`src/rtl/wrp_tap_ctrl.sv`:
```
// TAP controller and instruction decoder for a six-cell boundary scan wrapper chain.
// It drives the chain strobes, the segment enables and the cell-mode selects, and it muxes TDO.
module wrp_tap_ctrl #(
  parameter int              IR_W       = 4,
  parameter logic [IR_W-1:0] OP_WRP_IN  = IR_W'(4'h1),
  parameter logic [IR_W-1:0] OP_WRP_OUT = IR_W'(4'h2),
  parameter logic [IR_W-1:0] OP_WRP_ALL = IR_W'(4'h3)
) (
  input  logic            TDR_TCK,
  input  logic            TDR_TRESETN,
  input  logic            TMS,
  input  logic            TDI,
  output logic            TDO,
  output logic            TDO_EN,
  output logic            CTI,
  input  logic            CTO,
  output logic            TDR_CAPTURE,
  output logic            TDR_SHIFT,
  output logic            TDR_UPDATE,
  output logic            INSCANWRAP_TDR_EN,
  output logic            OUTSCANWRAP_TDR_EN,
  output logic            inscanwrap_sel,
  output logic            outscanwrap_sel,
  output logic [IR_W-1:0] ir_out
);

  typedef enum logic [3:0] {
    TLR    = 4'd0,  RTI    = 4'd1,  SEL_DR = 4'd2,  CAP_DR = 4'd3,
    SHF_DR = 4'd4,  EX1_DR = 4'd5,  PAU_DR = 4'd6,  EX2_DR = 4'd7,
    UPD_DR = 4'd8,  SEL_IR = 4'd9,  CAP_IR = 4'd10, SHF_IR = 4'd11,
    EX1_IR = 4'd12, PAU_IR = 4'd13, EX2_IR = 4'd14, UPD_IR = 4'd15
  } tap_state_t;

  tap_state_t      state_r;
  tap_state_t      next_state_s;
  logic [IR_W-1:0] ir_shift_r;
  logic [IR_W-1:0] ir_active_r;
  logic [IR_W-1:0] ir_active_nxt_s;
  logic            bypass_r;
  logic            wrp_in_r;
  logic            wrp_out_r;
  logic            wrp_sel_s;
  logic            capture_s;
  logic            shift_s;
  logic            update_s;
  logic            tdo_s;
  logic            tdo_en_s;

  function automatic logic dec_wrp_in(input logic [IR_W-1:0] op);
    return (op == OP_WRP_IN) || (op == OP_WRP_ALL);
  endfunction

  function automatic logic dec_wrp_out(input logic [IR_W-1:0] op);
    return (op == OP_WRP_OUT) || (op == OP_WRP_ALL);
  endfunction

  // TAP state register
  always_ff @(posedge TDR_TCK or negedge TDR_TRESETN) begin
    if (!TDR_TRESETN) begin
      state_r <= TLR;
    end else begin
      state_r <= next_state_s;
    end
  end

  // Standard 1149.1 TMS transition table
  always_comb begin
    next_state_s = TLR;
    case (state_r)
      TLR:     next_state_s = TMS ? TLR    : RTI;
      RTI:     next_state_s = TMS ? SEL_DR : RTI;
      SEL_DR:  next_state_s = TMS ? SEL_IR : CAP_DR;
      CAP_DR:  next_state_s = TMS ? EX1_DR : SHF_DR;
      SHF_DR:  next_state_s = TMS ? EX1_DR : SHF_DR;
      EX1_DR:  next_state_s = TMS ? UPD_DR : PAU_DR;
      PAU_DR:  next_state_s = TMS ? EX2_DR : PAU_DR;
      EX2_DR:  next_state_s = TMS ? UPD_DR : SHF_DR;
      UPD_DR:  next_state_s = TMS ? SEL_DR : RTI;
      SEL_IR:  next_state_s = TMS ? TLR    : CAP_IR;
      CAP_IR:  next_state_s = TMS ? EX1_IR : SHF_IR;
      SHF_IR:  next_state_s = TMS ? EX1_IR : SHF_IR;
      EX1_IR:  next_state_s = TMS ? UPD_IR : PAU_IR;
      PAU_IR:  next_state_s = TMS ? EX2_IR : PAU_IR;
      EX2_IR:  next_state_s = TMS ? UPD_IR : SHF_IR;
      UPD_IR:  next_state_s = TMS ? SEL_DR : RTI;
      default: next_state_s = TLR;
    endcase
  end

  // Next active instruction; decode is taken from this so it lands together with ir_active
  always_comb begin
    ir_active_nxt_s = ir_active_r;
    if (next_state_s == TLR) begin
      ir_active_nxt_s = '1;
    end else if (state_r == UPD_IR) begin
      ir_active_nxt_s = ir_shift_r;
    end else begin
      ir_active_nxt_s = ir_active_r;
    end
  end

  // Active instruction and registered decode
  always_ff @(posedge TDR_TCK or negedge TDR_TRESETN) begin
    if (!TDR_TRESETN) begin
      ir_active_r <= '1;
      wrp_in_r    <= 1'b0;
      wrp_out_r   <= 1'b0;
    end else begin
      ir_active_r <= ir_active_nxt_s;
      wrp_in_r    <= dec_wrp_in(ir_active_nxt_s);
      wrp_out_r   <= dec_wrp_out(ir_active_nxt_s);
    end
  end

  assign wrp_sel_s = wrp_in_r | wrp_out_r;

  // IR shift stage and bypass bit
  always_ff @(posedge TDR_TCK or negedge TDR_TRESETN) begin
    if (!TDR_TRESETN) begin
      ir_shift_r <= '1;
      bypass_r   <= 1'b0;
    end else begin
      case (state_r)
        CAP_IR:  ir_shift_r <= IR_W'(2'b01);
        SHF_IR:  ir_shift_r <= {TDI, ir_shift_r[IR_W-1:1]};
        CAP_DR:  if (!wrp_sel_s) bypass_r <= 1'b0;
        SHF_DR:  if (!wrp_sel_s) bypass_r <= TDI;
        default: bypass_r <= bypass_r;
      endcase
    end
  end

  // Moore strobes and TDO mux from the current state
  always_comb begin
    capture_s = 1'b0;
    shift_s   = 1'b0;
    update_s  = 1'b0;
    tdo_s     = 1'b0;
    tdo_en_s  = 1'b0;
    case (state_r)
      CAP_DR: capture_s = wrp_sel_s;
      UPD_DR: update_s  = wrp_sel_s;
      SHF_DR: begin
        shift_s  = wrp_sel_s;
        tdo_en_s = 1'b1;
        tdo_s    = wrp_sel_s ? CTO : bypass_r;
      end
      SHF_IR: begin
        tdo_en_s = 1'b1;
        tdo_s    = ir_shift_r[0];
      end
      default: tdo_s = 1'b0;
    endcase
  end

  assign CTI                = TDI;
  assign TDO                = tdo_s;
  assign TDO_EN             = tdo_en_s;
  assign TDR_CAPTURE        = capture_s;
  assign TDR_SHIFT          = shift_s;
  assign TDR_UPDATE         = update_s;
  assign INSCANWRAP_TDR_EN  = wrp_in_r;
  assign inscanwrap_sel     = wrp_in_r;
  assign OUTSCANWRAP_TDR_EN = wrp_out_r;
  assign outscanwrap_sel    = wrp_out_r;
  assign ir_out             = ir_active_r;

endmodule

```
`config.mk`:
```
export PLATFORM = sky130hd
export DESIGN_NAME = wrp_tap_ctrl
export DESIGN_NICKNAME = d
export VERILOG_FILES = /design/src/rtl/wrp_tap_ctrl.sv
export SDC_FILE = /design/constraint.sdc
export NUM_CORES = 1
export LEC_CHECK = 0
export ABC_AREA = 1
export CORE_MARGIN = 2
export CORE_UTILIZATION = 53
export CTS_CLUSTER_SIZE = 24
export DETAILED_ROUTE_END_ITERATION = 6
export GPL_TIMING_DRIVEN = 0
export HOLD_SLACK_MARGIN = 0.05
export PLACE_DENSITY_LB_ADDON = 0.15
export SLEW_MARGIN = 0
export SYNTH_ARGS = -nofsm -noshare
export SYNTH_HDL_FRONTEND = slang
export SYNTH_SLANG_ARGS = --single-unit
```
`constraint.sdc`:
```
create_clock -name TDR_TCK -period 3.7 [get_ports TDR_TCK]
set_input_delay 0.74 -clock TDR_TCK [delete_from_list [all_inputs] [get_ports TDR_TCK]]
set_output_delay 0.74 -clock TDR_TCK [all_outputs]
set_load 0.1 [all_outputs]
```
==> flow_metrics.env <==
export IMPL_status="complete, no violations"
export IMPL_pwr_share_seq=0.344
export IMPL_grt_busiest_layer="met2"
export IMPL_rows=14
export IMPL_vias_per_cell=5.17
export IMPL_setup_viol=0
export IMPL_clk_pin_slew_ns=0.08
export IMPL_cts_resized=0
export IMPL_fill_cells=137
export IMPL_required_ns=2.96
export IMPL_ys_seq_elements=15
export IMPL_dpl_cell_area_sq_mm=0.00110
export IMPL_core_sq_mm=0.00156
export IMPL_grt_first_pass_wirelength_mm=3.21
export IMPL_rsz0062_at_grt="no"
export IMPL_path_cells="nor2_1, nand2_2, nor2_1, inv_1, o211ai_1, clkdlybuf4s50_1"
export IMPL_final_cell_mix="34 x nand2_1, 20 x nor2_1, 19 x inv_1, 17 x clkdlybuf4s50_1, 8 x dfstp_2"
export IMPL_tightest_slew_ns=0.979
export IMPL_p_clk_frac=0.115
export IMPL_cp_end_kind="output port"
export IMPL_die_w_um=45.4
export IMPL_first_iter_violations=22
export IMPL_design_area_sq_mm=0.00113
export IMPL_pre_cts_ws_ns=0.491
export IMPL_worstPathMaxFanout=6
export IMPL_post_cts_buffers=0
export IMPL_maxSlewHeadroom=0.345
export IMPL_final_period_utilization=0.900
export IMPL_cellPowerDensity_mw_per_mm2=678
export IMPL_cp_startpoint="state_r[1]$_DFF_PN0_"
export IMPL_h_tree_depth=1
export IMPL_critPathMaxStageDelay_ns=1.15
export IMPL_cts_tree="done"
export IMPL_cts_sinks=15
export IMPL_numCtsBuffers=3
export IMPL_start_util=0.582
export IMPL_grt_pass1_vias=769
export IMPL_synth_fp_nets=135
export IMPL_io_pins=19
export IMPL_drive_gt1_frac=0.179
export IMPL_vdd_ir_drop_max_v=0.000485
export IMPL_switching_share=0.496
export IMPL_final_common_cell="nand2_1"
export IMPL_synth_area_sq_um=907
export IMPL_cp_num_buf_inv=2
export IMPL_met3_usage=0.0595
export IMPL_grt_max_degree=16
export IMPL_pwr_share_comb=0.541
export IMPL_max_freq_ghz=0.300
export IMPL_r2r_start="state_r[1]$_DFF_PN0_"
export IMPL_gp_congestion=0.962
export IMPL_routedWlPerCell_um=11.6
export IMPL_setup_tns_ns=0
export IMPL_intPower_uw=387
export IMPL_cellLeakagePower_uw=0.000577
export IMPL_dieHeight_um=45.4
export IMPL_fin_skew_ns=0.000972
export IMPL_slowest_stage="clkdlybuf4s50_1"
export IMPL_synth_cell_types=21
export IMPL_setup_slack_ns=0.372
export IMPL_antenna_found_initial=0
export IMPL_insertedDiodeCount=0
export IMPL_hp_start="ir_shift_r[1]$_DFFE_PN1N_"
export IMPL_dp_hpwl_mm=1.57
export IMPL_p_switching_uw=380
export IMPL_drt_wl_total_mm=1.94
export IMPL_synth_seq_area_share=0.425
export IMPL_hold_path_class="register to register"
export IMPL_yosys_warnings=0
export IMPL_critPathLaunchType="register"
export IMPL_fin_crit_ns=3.33
export IMPL_nNetsFinal=157
export IMPL_synth_area_per_cell_sq_um=6.98
export IMPL_worstPathArrival_ns=2.59
export IMPL_dr_pass1_iters=5
export IMPL_insertion_delay_ns=0.27
export IMPL_clockBufferDepth=2
export IMPL_drv_cap=0
export IMPL_critPathTopFamily="buffers and inverters"
export IMPL_num_vias=864
export IMPL_portBuffers=17
export IMPL_syn2layout_area_growth_pct=24.7
export IMPL_syn_inst=130
export IMPL_antenna_left=0
export IMPL_clock_root_buffer="clkbuf_4"
export IMPL_grt_overflow=0
export IMPL_use_met1=0.279
export IMPL_finalHoldViolCount=0
export IMPL_drv_slew=0
export IMPL_dieArea_sq_mm=0.00206
export IMPL_utilization=0.726
export IMPL_critical_path_class="register to output port"
export IMPL_drc=0
export IMPL_grt_total_usage=0.219
export IMPL_cts_hold_buffers=0
export IMPL_use_met2=0.357
export IMPL_cp_common_cell="nor2_1"
==> cell type report <==
| class | instances | area, sq um | area share |
|---|---|---|---|
| Buffer | 4 | 27.5 | 0.0243 |
| Clock buffer | 4 | 26.3 | 0.0232 |
| Inverter | 22 | 82.6 | 0.0730 |
| Multi-Input combinational cell | 89 | 419 | 0.371 |
| Sequential cell | 15 | 385 | 0.341 |
| Tap cell | 16 | 20.0 | 0.0177 |
| Timing Repair Buffer | 17 | 170 | 0.150 |
==> cell families (layout without fill, tap and decap cells) <==
group / count (synthesis) / in the layout / share of synthesized area
buffers and inverters: 26 / 47 / 0.121
multiplexers: 1 / 1 / 0.0110
flip-flops: 15 / 15 / 0.425
AND/OR/NAND/NOR: 72 / 72 / 0.342
AO/OA/AOI/OAI: 16 / 16 / 0.101
==> registers in the layout (all words and copies together) (netlist names) <==
register	cells
ir_shift_r	4
OUTSCANWRAP_TDR_EN	1
state_r	4
ir_out	4
INSCANWRAP_TDR_EN	1
bypass_r	1
==> cells in the mapped netlist, drive strengths merged <==
library cell / number / area share
buf: 3 / 0.025
dfrtp: 7 / 0.19
nor2: 23 / 0.10
clkbuf: 1 / 0.0055
o22ai: 5 / 0.034
o211ai: 1 / 0.0083
o21ai: 4 / 0.022
nor3: 2 / 0.011
nand2: 38 / 0.17
mux2i: 1 / 0.011
nand3: 8 / 0.055
a21oi: 5 / 0.028
dfstp: 8 / 0.23
nand4: 1 / 0.0069
o21a: 1 / 0.0083
inv: 22 / 0.091
==> worst paths after layout <==
check,end,slack (ns),depth (start not counted)
max in group asynchronous,state_r[1]$_DFF_PN0_,2.43,1
hold / removal,ir_shift_r[1]$_DFFE_PN1N_,0.53,2
min in group asynchronous,INSCANWRAP_TDR_EN$_DFF_PN0_,0.86,1
hold reg to reg,ir_shift_r[1]$_DFFE_PN1N_,0.53,2
setup / recovery,TDO,0.37,6
setup reg to reg,OUTSCANWRAP_TDR_EN$_DFF_PN0_,2.03,10
==> power by group through the flow <==
stage	Combinational, uW	Sequential [uW]	Clock (uW)
floorplan	294	291	0
global placement	401	264	0
detailed placement	408	266	0
CTS	409	263	92.0
global route	455	271	100
finish	415	264	88.1
==> routing by layer <==
layer  up-vias  share of wire
met4         0         0.0046
met2        37           0.49
li1        450              -
met5         -              0
met3         2          0.073
met1       375           0.43
==> worst register-to-register path, cell delays in order, from the launching register on <==
cell and delay (ns):
dfrtp_1 0.45, nand2_1 0.18, inv_2 0.06, nand2_2 0.13, nand3_1 0.10, nor2_1 0.14
nor2_1 0.06, nor2_1 0.15, nand3_2 0.14, nand3_2 0.10, nor2_1 0.05
==> per-stage QoR <==
stage	std cells	total power (uW)	hold WS, ns
final	167	767	0.535
after global routing	167	827	0.567
after CTS	167	765	0.537
after detailed placement	163	674	0.523
after global placement	163	665	0.509
after floorplan	130	586	0.444
Note: power is estimated with default switching activity, not from simulation.
